## config.mk

```make
export PLATFORM = sky130hd
export DESIGN_NAME = fifo_tx_sched_flat
export DESIGN_NICKNAME = d
export VERILOG_FILES = /design/src/rtl/uart_fifo_pkg.sv /design/src/rtl/fifo_tx_sched_if.sv /design/src/rtl/down_cnt.sv /design/src/rtl/fifo_tx_sched.sv /design/src/flat_wrapper.sv
export SDC_FILE = /design/constraint.sdc
export NUM_CORES = 1
export LEC_CHECK = 0
export CORE_MARGIN = 1.5
export CORE_UTILIZATION = 45
export CTS_BUF_LIST = sky130_fd_sc_hd__clkbuf_16
export DETAILED_ROUTE_END_ITERATION = 10
export PLACE_DENSITY = 0.72
export SETUP_SLACK_MARGIN = 0.1
export SYNTH_ARGS = -nofsm -noshare
export SYNTH_HDL_FRONTEND = slang
export SYNTH_HIERARCHICAL = 1
export SYNTH_SLANG_ARGS = --single-unit
```

## constraint.sdc

```tcl
create_clock -name i_clk -period 2.4 [get_ports i_clk]
set_clock_uncertainty 0.15 [all_clocks]
set_input_delay 0.6 -clock i_clk [delete_from_list [all_inputs] [get_ports i_clk]]
set_output_delay 0.6 -clock i_clk [all_outputs]
set_load 0.05 [all_outputs]
```

## src/rtl/uart_fifo_pkg.sv

```systemverilog
// Shared definitions for the FIFO read-side transmit scheduler.
// Holds the scheduler state encoding and the default data width.
// No logic; imported by the interface and the scheduler top.
package uart_fifo_pkg;

    localparam int DATA_W_DEF = 8;

    typedef enum logic [1:0] {
        IDLE      = 2'd0,
        WAIT_BUSY = 2'd1,
        WAIT_DONE = 2'd2,
        GAP       = 2'd3
    } sched_state_t;

endpackage

```

## src/rtl/fifo_tx_sched_if.sv

```systemverilog
// FIFO read port plus transmitter handshake between scheduler and its neighbours.
// master = scheduler: sees empty/rdata/busy, drives rinc/tx_data/tx_valid.
// slave  = FIFO + transmitter side (used by the bench).
interface fifo_tx_sched_if
    import uart_fifo_pkg::*;
#(
    parameter int DATA_W = DATA_W_DEF
);
    logic              i_fifo_empty;
    logic [DATA_W-1:0] i_fifo_rdata;
    logic              o_fifo_rinc;
    logic [DATA_W-1:0] o_tx_data;
    logic              o_tx_valid;
    logic              i_tx_busy;

    modport master (
        input  i_fifo_empty, i_fifo_rdata, i_tx_busy,
        output o_fifo_rinc, o_tx_data, o_tx_valid
    );

    modport slave (
        output i_fifo_empty, i_fifo_rdata, i_tx_busy,
        input  o_fifo_rinc, o_tx_data, o_tx_valid
    );
endinterface

```

## src/rtl/down_cnt.sv

```systemverilog
// Loadable down-counter with a zero flag; load has priority over decrement.
// Latency: loaded/decremented value visible one cycle after the strobe.
// Backpressure: none; decrementing at zero holds the count at zero.
// Ports: i_clk, i_rstn (async active-low), i_load/i_load_val, i_dec, o_zero.
module down_cnt #(
    parameter int W = 8
) (
    input  logic         i_clk,
    input  logic         i_rstn,
    input  logic         i_load,
    input  logic [W-1:0] i_load_val,
    input  logic         i_dec,
    output logic         o_zero
);

    logic [W-1:0] count;

    always_ff @(posedge i_clk or negedge i_rstn) begin
        if (!i_rstn) begin
            count <= '0;
        end else if (i_load) begin
            count <= i_load_val;
        end else if (i_dec && (count != '0)) begin
            count <= count - W'(1);
        end
    end

    assign o_zero = (count == '0);

endmodule

```

## src/rtl/fifo_tx_sched.sv

```systemverilog
// Pops one FIFO byte at a time and hands it to the UART transmitter, with inter-frame gap.
// Latency: rinc/tx_valid one cycle after an IDLE edge that sees non-empty; all outputs registered.
// Backpressure: waits on i_tx_busy; start timeout drops the byte and pulses o_tx_err.
// Ports: i_clk, i_rstn, i_en, i_gap_cycles, bus (FIFO read + tx handshake, master side),
//        o_active, o_tx_err, o_frame_cnt.
module fifo_tx_sched
    import uart_fifo_pkg::*;
#(
    parameter int DATA_W   = DATA_W_DEF,
    parameter int GAP_W    = 8,
    parameter int CNT_W    = 16,
    parameter int START_TO = 4
) (
    input  logic             i_clk,
    input  logic             i_rstn,
    input  logic             i_en,
    input  logic [GAP_W-1:0] i_gap_cycles,
    fifo_tx_sched_if.master  bus,
    output logic             o_active,
    output logic             o_tx_err,
    output logic [CNT_W-1:0] o_frame_cnt
);

    localparam int              TO_W    = $clog2(START_TO + 1);
    localparam logic [TO_W-1:0] TO_LOAD = TO_W'(START_TO);

    sched_state_t      state, state_nxt;
    logic              rinc_q, rinc_nxt;
    logic              valid_q, valid_nxt;
    logic [DATA_W-1:0] data_q, data_nxt;
    logic              err_q, err_nxt;
    logic              active_q;
    logic [CNT_W-1:0]  cnt_q, cnt_nxt;

    logic              to_load, to_dec, to_zero;
    logic              gap_load, gap_dec, gap_zero;
    logic              enter_gap;
    logic [GAP_W-1:0]  gap_load_val;

    // Gap counter holds "remaining gap cycles minus one": GAP exits on the
    // cycle the zero flag is already set, which is the cycle the nominal
    // i_gap_cycles count would reach zero.
    assign gap_load_val = i_gap_cycles - GAP_W'(1);

    down_cnt #(.W(TO_W)) u_to_cnt (
        .i_clk      (i_clk),
        .i_rstn     (i_rstn),
        .i_load     (to_load),
        .i_load_val (TO_LOAD),
        .i_dec      (to_dec),
        .o_zero     (to_zero)
    );

    down_cnt #(.W(GAP_W)) u_gap_cnt (
        .i_clk      (i_clk),
        .i_rstn     (i_rstn),
        .i_load     (gap_load),
        .i_load_val (gap_load_val),
        .i_dec      (gap_dec),
        .o_zero     (gap_zero)
    );

    always_comb begin
        state_nxt = state;
        rinc_nxt  = 1'b0;
        valid_nxt = valid_q;
        data_nxt  = data_q;
        err_nxt   = 1'b0;
        cnt_nxt   = cnt_q;
        to_load   = 1'b0;
        to_dec    = 1'b0;
        gap_load  = 1'b0;
        gap_dec   = 1'b0;
        enter_gap = 1'b0;

        unique case (state)
            IDLE: begin
                if (i_en && !bus.i_fifo_empty) begin
                    data_nxt  = bus.i_fifo_rdata;
                    rinc_nxt  = 1'b1;
                    valid_nxt = 1'b1;
                    to_load   = 1'b1;
                    state_nxt = WAIT_BUSY;
                end
            end
            WAIT_BUSY: begin
                // Busy wins over an expiring timeout, so the last allowed
                // cycle still accepts the handshake.
                if (bus.i_tx_busy) begin
                    valid_nxt = 1'b0;
                    state_nxt = WAIT_DONE;
                end else if (to_zero) begin
                    valid_nxt = 1'b0;
                    err_nxt   = 1'b1;
                    enter_gap = 1'b1;
                end else begin
                    to_dec = 1'b1;
                end
            end
            WAIT_DONE: begin
                if (!bus.i_tx_busy) begin
                    cnt_nxt   = cnt_q + CNT_W'(1);
                    enter_gap = 1'b1;
                end
            end
            GAP: begin
                if (gap_zero) begin
                    state_nxt = IDLE;
                end else begin
                    gap_dec = 1'b1;
                end
            end
            default: state_nxt = IDLE;
        endcase

        // A zero gap skips GAP entirely, both after a frame and after a timeout.
        if (enter_gap) begin
            if (i_gap_cycles == '0) begin
                state_nxt = IDLE;
            end else begin
                gap_load  = 1'b1;
                state_nxt = GAP;
            end
        end
    end

    always_ff @(posedge i_clk or negedge i_rstn) begin
        if (!i_rstn) begin
            state    <= IDLE;
            rinc_q   <= 1'b0;
            valid_q  <= 1'b0;
            data_q   <= '0;
            err_q    <= 1'b0;
            active_q <= 1'b0;
            cnt_q    <= '0;
        end else begin
            state    <= state_nxt;
            rinc_q   <= rinc_nxt;
            valid_q  <= valid_nxt;
            data_q   <= data_nxt;
            err_q    <= err_nxt;
            active_q <= (state_nxt != IDLE);
            cnt_q    <= cnt_nxt;
        end
    end

    assign bus.o_fifo_rinc = rinc_q;
    assign bus.o_tx_valid  = valid_q;
    assign bus.o_tx_data   = data_q;
    assign o_tx_err        = err_q;
    assign o_active        = active_q;
    assign o_frame_cnt     = cnt_q;

endmodule
```

## src/flat_wrapper.sv

```systemverilog
// flat-port wrapper written by rule: the top's interface ports become plain ports
module fifo_tx_sched_flat import uart_fifo_pkg::*;
#(
    parameter int DATA_W   = DATA_W_DEF,
    parameter int GAP_W    = 8,
    parameter int CNT_W    = 16,
    parameter int START_TO = 4
)
  (i_clk, i_rstn, i_en, i_gap_cycles, o_active, o_tx_err, o_frame_cnt, bus_i_fifo_empty, bus_i_fifo_rdata, bus_i_tx_busy, bus_o_fifo_rinc, bus_o_tx_data, bus_o_tx_valid);
  fifo_tx_sched_if #(.DATA_W(DATA_W)) bus_i ();
  input  logic i_clk;
  input  logic i_rstn;
  input  logic i_en;
  input  logic [GAP_W-1:0] i_gap_cycles;
  output logic o_active;
  output logic o_tx_err;
  output logic [CNT_W-1:0] o_frame_cnt;
  input wire logic [$bits(bus_i.i_fifo_empty)-1:0] bus_i_fifo_empty;
  input wire logic [$bits(bus_i.i_fifo_rdata)-1:0] bus_i_fifo_rdata;
  input wire logic [$bits(bus_i.i_tx_busy)-1:0] bus_i_tx_busy;
  output wire logic [$bits(bus_i.o_fifo_rinc)-1:0] bus_o_fifo_rinc;
  output wire logic [$bits(bus_i.o_tx_data)-1:0] bus_o_tx_data;
  output wire logic [$bits(bus_i.o_tx_valid)-1:0] bus_o_tx_valid;
  assign bus_i.i_fifo_empty = bus_i_fifo_empty;
  assign bus_i.i_fifo_rdata = bus_i_fifo_rdata;
  assign bus_i.i_tx_busy = bus_i_tx_busy;
  assign bus_o_fifo_rinc = bus_i.o_fifo_rinc;
  assign bus_o_tx_data = bus_i.o_tx_data;
  assign bus_o_tx_valid = bus_i.o_tx_valid;
  fifo_tx_sched #(.DATA_W(DATA_W), .GAP_W(GAP_W), .CNT_W(CNT_W), .START_TO(START_TO)) u_core (.i_clk(i_clk), .i_rstn(i_rstn), .i_en(i_en), .i_gap_cycles(i_gap_cycles), .bus(bus_i), .o_active(o_active), .o_tx_err(o_tx_err), .o_frame_cnt(o_frame_cnt));
endmodule
```

# Yosys cells after proc, flatten, opt, wreduce, memory -nomap -nowiden
# Cells that the tools add are included.
# classes
addsub	4
n_eq_ne	5
muxes	28
n_bitwise	1
n_reduce_logical	17
# op_table
operator	count
$add 16x1->16 const B	1
$logic_not 8->1	2
$mux 1	16
$mux 8	2
$sub 8x1->8 const B	2
$mux 2	5
$reduce_bool 2->1	4
$reduce_bool 8->1	1
$mux 3	2
$pmux 2 s3	1
$eq 2x2->1 const B	2
$pmux 1 s2	2
$reduce_and 2->1	2
$logic_and 1x1->1	3
$logic_not 3->1	1
$ne 3x2->1 const B	1
$reduce_and 3->1	1
$reduce_bool 3->1	1
$sub 3x1->3 const B	1
$eq 2x1->1 const B	1
$logic_not 2->1	1
$ne 2x1->1 const B	1
$logic_not 1->1	1
$not 1->1	1
# totals
regBits	41
in_bits	21
output_inout_bits	28
word_cells	64

# Logic depth before layout (Yosys ltp)
# depth
word_depth	7
depth_mapped	10
depth_no_buf	9

# Modules after synthesis
# Netlist, hierarchy kept.
# modules_own_cells
module	instances	cells_per_inst	area_each_um2	seq_area_each_um2
fifo_tx_sched	1	151	1519.0	750.7
down_cnt at u_core.u_gap_cnt	1	58	528.0	200.2
down_cnt at u_core.u_to_cnt	1	19	207.7	75.1

# Least setup slack after synthesis
# OpenSTA, ideal clock, no wires.
# synth_timing
path_kind	register to register
start	reg u_core.u_to_cnt.count[0]
end	reg u_core.u_gap_cnt.count[7]
setup_time_ns	0.126
t_arrival_ns	2.212
t_required_ns	2.124
setup_slack_ns	-0.088
path_stages_with_launch	10
n_path_buf	0
period_less_slack_ns	2.488
path_cell_list	dfrtp_1 -> inv_1 -> ha_1 -> ha_1 -> a21oi_1 -> or3_2 -> nor2_1 -> clkinv_1 -> o311a_1 -> a221o_1
# synth_via
elab_chain_cells	6
elab_cells_between_ends	7
classes_between	mux (5); reduce/logical (2)
# synth_lines
element	line_no	text
start, declared	down_cnt.sv:16	logic [W-1:0] count;
start signal, assigned	down_cnt.sv:22	count <= i_load_val;
start signal, assigned	down_cnt.sv:24	count <= count - W'(1);
$logic_not 3->1 *	down_cnt.sv:28	assign o_zero = (count == '0);
net u_core.to_zero	fifo_tx_sched.sv:35	logic to_load, to_dec, to_zero;
$mux 1 *	fifo_tx_sched.sv:92	end else if (to_zero) begin
$mux 1 *	fifo_tx_sched.sv:89	if (bus.i_tx_busy) begin
$pmux 1 s2 *	fifo_tx_sched.sv:76	unique case (state)
$mux 1 *	fifo_tx_sched.sv:117	if (enter_gap) begin
net u_core.gap_load	fifo_tx_sched.sv:36	logic gap_load, gap_dec, gap_zero;
$mux 8 or $reduce_bool 2->1 (tied branches)	n/a	
end signal, assigned	down_cnt.sv:22	
end signal, assigned	down_cnt.sv:24	
end, declared	down_cnt.sv:16	
# Mark *: on every way through the listed nets, which the timed path passes. The rest lies on a longest branch.
# A chain may end at the register's enable or synchronous reset.

# Worst setup path after layout
# layout_timing
start	reg u_core.u_gap_cnt.count[0]
end	reg u_core.u_gap_cnt.count[5]
# layout_via
elab_chain_cells	5
elab_cells_between_ends	9
classes_between	add/sub (1); mux (4); reduce/logical (4)
# layout_lines
element	line_no	text
$logic_not 8->1	down_cnt.sv:28	
net u_core.gap_zero	fifo_tx_sched.sv:36	
$mux 1	fifo_tx_sched.sv:107	if (gap_zero) begin
$mux 1	fifo_tx_sched.sv:76	
net u_core.gap_dec	fifo_tx_sched.sv:36	
$logic_and 1x1->1	down_cnt.sv:23	end else if (i_dec && (count != '0)) begin
$reduce_bool 2->1 (no line)	n/a	
# The timed path passes the listed nets, and every way through them passes these cells. The select of a mux whose other input is x is not followed.

==> impl_metrics.ini <==
[run_status]
status = finished clean

[logic_synthesis]
yosysUniqueCellTypes = 52
synthCells = 228
yosysTopAreaCell = dfrtp_1
syn_avg_cell_area_sq_um = 9.89
yosysSeqAreaShare_pct = 45.5
synth_common_cells = dfrtp_1 (41), nand2_1 (32), nor2_1 (14), inv_1 (13)
async_reset_ff_share_pct = 100
yosysWarnings = 6
synth_seq_cells = 41
synth_top_cell_area_share_pct = 45.5
yosys_most_used_dff = dfrtp_1
ys_top_cells_by_area = dfrtp_1 (46%), ha_1 (6.1%), nand2_1 (5.3%)
synth_edf_count = 0
yosysMostFrequentCell = dfrtp_1
synth_area_sq_um = 2250

[setup_path]
cp.arrival_ns = 2.30
startpoint_type = flop
timing.critical_path.to = u_core/u_gap_cnt/count[5]
reg2reg_slack_ns = 0.11
r2r-start = u_core/u_gap_cnt/count[0]
r2r_cells = 9
critical_path_peak_fanout = 4
startpoint = u_core/u_gap_cnt/count[0]
required_ns = 2.41
r2r-end = u_core/u_gap_cnt/count[5]
timing_worst_setup_path_type = flop to flop
endpoint_kind = flop

[timing]
setup_ws_ns = 0.106
max_freq_mhz = 436
slew_violations = 0
worst_slew_pin_slew_ns = 0.761
rsz0062_at_grt = true
relSlewSlack_pct = 48.8
setup_viol = 0
fin_crit_sh_pct = 95.6
period_needed_ns = 2.29
fin_hold_ws_ns = 0.236
hold_violations = 0

[pwr]
p_leak_uw = 0.00167
ir_drop_uv = 783
power_density_nw_per_um2 = 1100

[route]
drc = 0
wl_per_cell_um = 14.5
ant_nets = 0
wirelength_um = 5760
vias = 2034
dr.pass1.iters = 4
viasPerCell = 5.14
drt-initial-drc-count = 110

[final_layout]
fill_cells = 369
post-route-util_pct = 71.8
syn_to_final_growth_pct = 52.4
layout.area.seq_sq_um = 1030
n_antenna_cell = 0
multi_input_area_sq_um = 1250
drive_gt1_share_pct = 24.3
final_nets = 360
stdcell_area_sq_um = 3440

[clock_tree]
cts_buffer_depth = 2
clock-root-buffer = clkbuf_16
cts_sinks = 41
cts_htree_levels = 2
path_clk_slew_ns = 0.06
clk_latency_ns = 0.28
cts_tree = done
numCtsBuffers = 5
cts_hold_buf = 0

[die]
die_area_sq_um = 5440
num_rows = 25
start_util_pct = 47.1
die_h_um = 73.8
core_sq_um = 4790
die_w_um = 73.8
pin_count = 49

[global_routing]
grt_usage_pct = 21.6
grt_pass1_wl_um = 9050
grt_max_degree = 42
antenna_found_initial = 0
grt_pass1_vias = 1944
gr-total-overflow = 0

[placement]
place_area_sq_um = 3090
portBuffers = 48
dpl_worst_slack_ns = -0.382
place_hpwl_um = 3800
globalplace.congestion = 0.833

[run]
maxCapViolCount = 0

[min_path]
hp-class = input pin to asynchronous set/reset pin
cell type report:
class	count	share of cell area, %
flip-flops and latches	41	29.9
multi-input cells	168	36.3
repair buffers	97	24.8
inverters	15	1.86
clock buffers	5	3.64
well taps	67	2.44
clock inverters	3	1.09
worst min-delay path by stage:
stage	startpoint	end	slack, ns
after detailed placement	u_core/bus.o_tx_data[0]	u_core/bus.o_tx_data[0]	0.32
final	i_rstn	u_core/bus.o_tx_data[4]	0.24
after global routing	i_rstn	u_core/u_to_cnt/count[1]	0.28
after floorplan	i_rstn	u_core/bus.o_fifo_rinc	0.15
after global placement	u_core/bus.o_tx_data[5]	u_core/bus.o_tx_data[5]	0.31
after CTS	i_rstn	u_core/o_frame_cnt[11]	0.25
metrics by stage:
step	total power, uW	setup TNS, ns	std cells
4_1_cts	3670	0	392
3_5_place_dp	2810	-3.27	377
5_1_grt	4010	0	396
3_3_place_gp	2770	-3.05	377
6_report	3790	0	396
2_1_floorplan	2130	0	229
worst max-delay path, stage by stage, from the launching register on:
cell,delay (ns)
dfrtp_1,0.36
inv_2,0.06
ha_4,0.15
or3b_4,0.26
nor2_4,0.05
nor2b_4,0.14
or3b_4,0.42
buf_6,0.14
o211a_1,0.20
a221o_1,0.25
cells by family (layout without fill, tap and decap cells):
group / Yosys count / count (layout) / synth area share [%]
DFF: 41 / 41 / 45.5
adders and majority gates: 11 / 11 / 6.10
xor gates and xnor gates: 21 / 21 / 8.16
muxes: 1 / 1 / 0.499
AOI/OAI and AO/OA: 28 / 28 / 9.77
and+or+nand+nor: 104 / 104 / 25.9
buffers and inverters: 20 / 120 / 3.72
other: 2 / 3 / 0.333
timing repair:
item | 4_1_cts | 5_1_grt
pin swaps | 6 | 9
resized for setup | 19 | 14
gates cloned | 1 | 0
setup endpoints to repair | 13 | 12
setup buffers | 6 | 4
state kept, by name (all words and copies together), names as in the netlist:
signal,count
u_core/bus.o_fifo_rinc,1
u_core/bus.o_tx_data,8
u_core/bus.o_tx_valid,1
u_core/o_active,1
u_core/o_frame_cnt,16
u_core/o_tx_err,1
u_core/state,2
u_core/u_gap_cnt/count,8
u_core/u_to_cnt/count,3
cells in the final DEF (no fill, tap or decap), drive strengths merged, types with 7 or more instances in the layout:
cell and count:
buf 50, inv 15, xnor2 11, nor2b 7
dfrtp 41, nor2 14, clkdlybuf4s50 36, ha 11
xor2 10, nand2 32, nand4 7
power by group:
part           leakage [uW]  total [uW]  switching (uW)  internal, uW
Clock             0.0000826         734             251           483
Sequential         0.000521        1070             153           916
Combinational       0.00107        1990            1090           894
Total               0.00167        3790            1500          2290
metal layers:
metal	vias up	global-route usage, %	part of all wire, %
li1	1005	-	-
met1	976	28.2	44
met2	51	36.8	51
met3	2	3.84	4.2
met4	0	5.76	0.26
met5	-	0	0
Power figures use the tool's default switching activity.
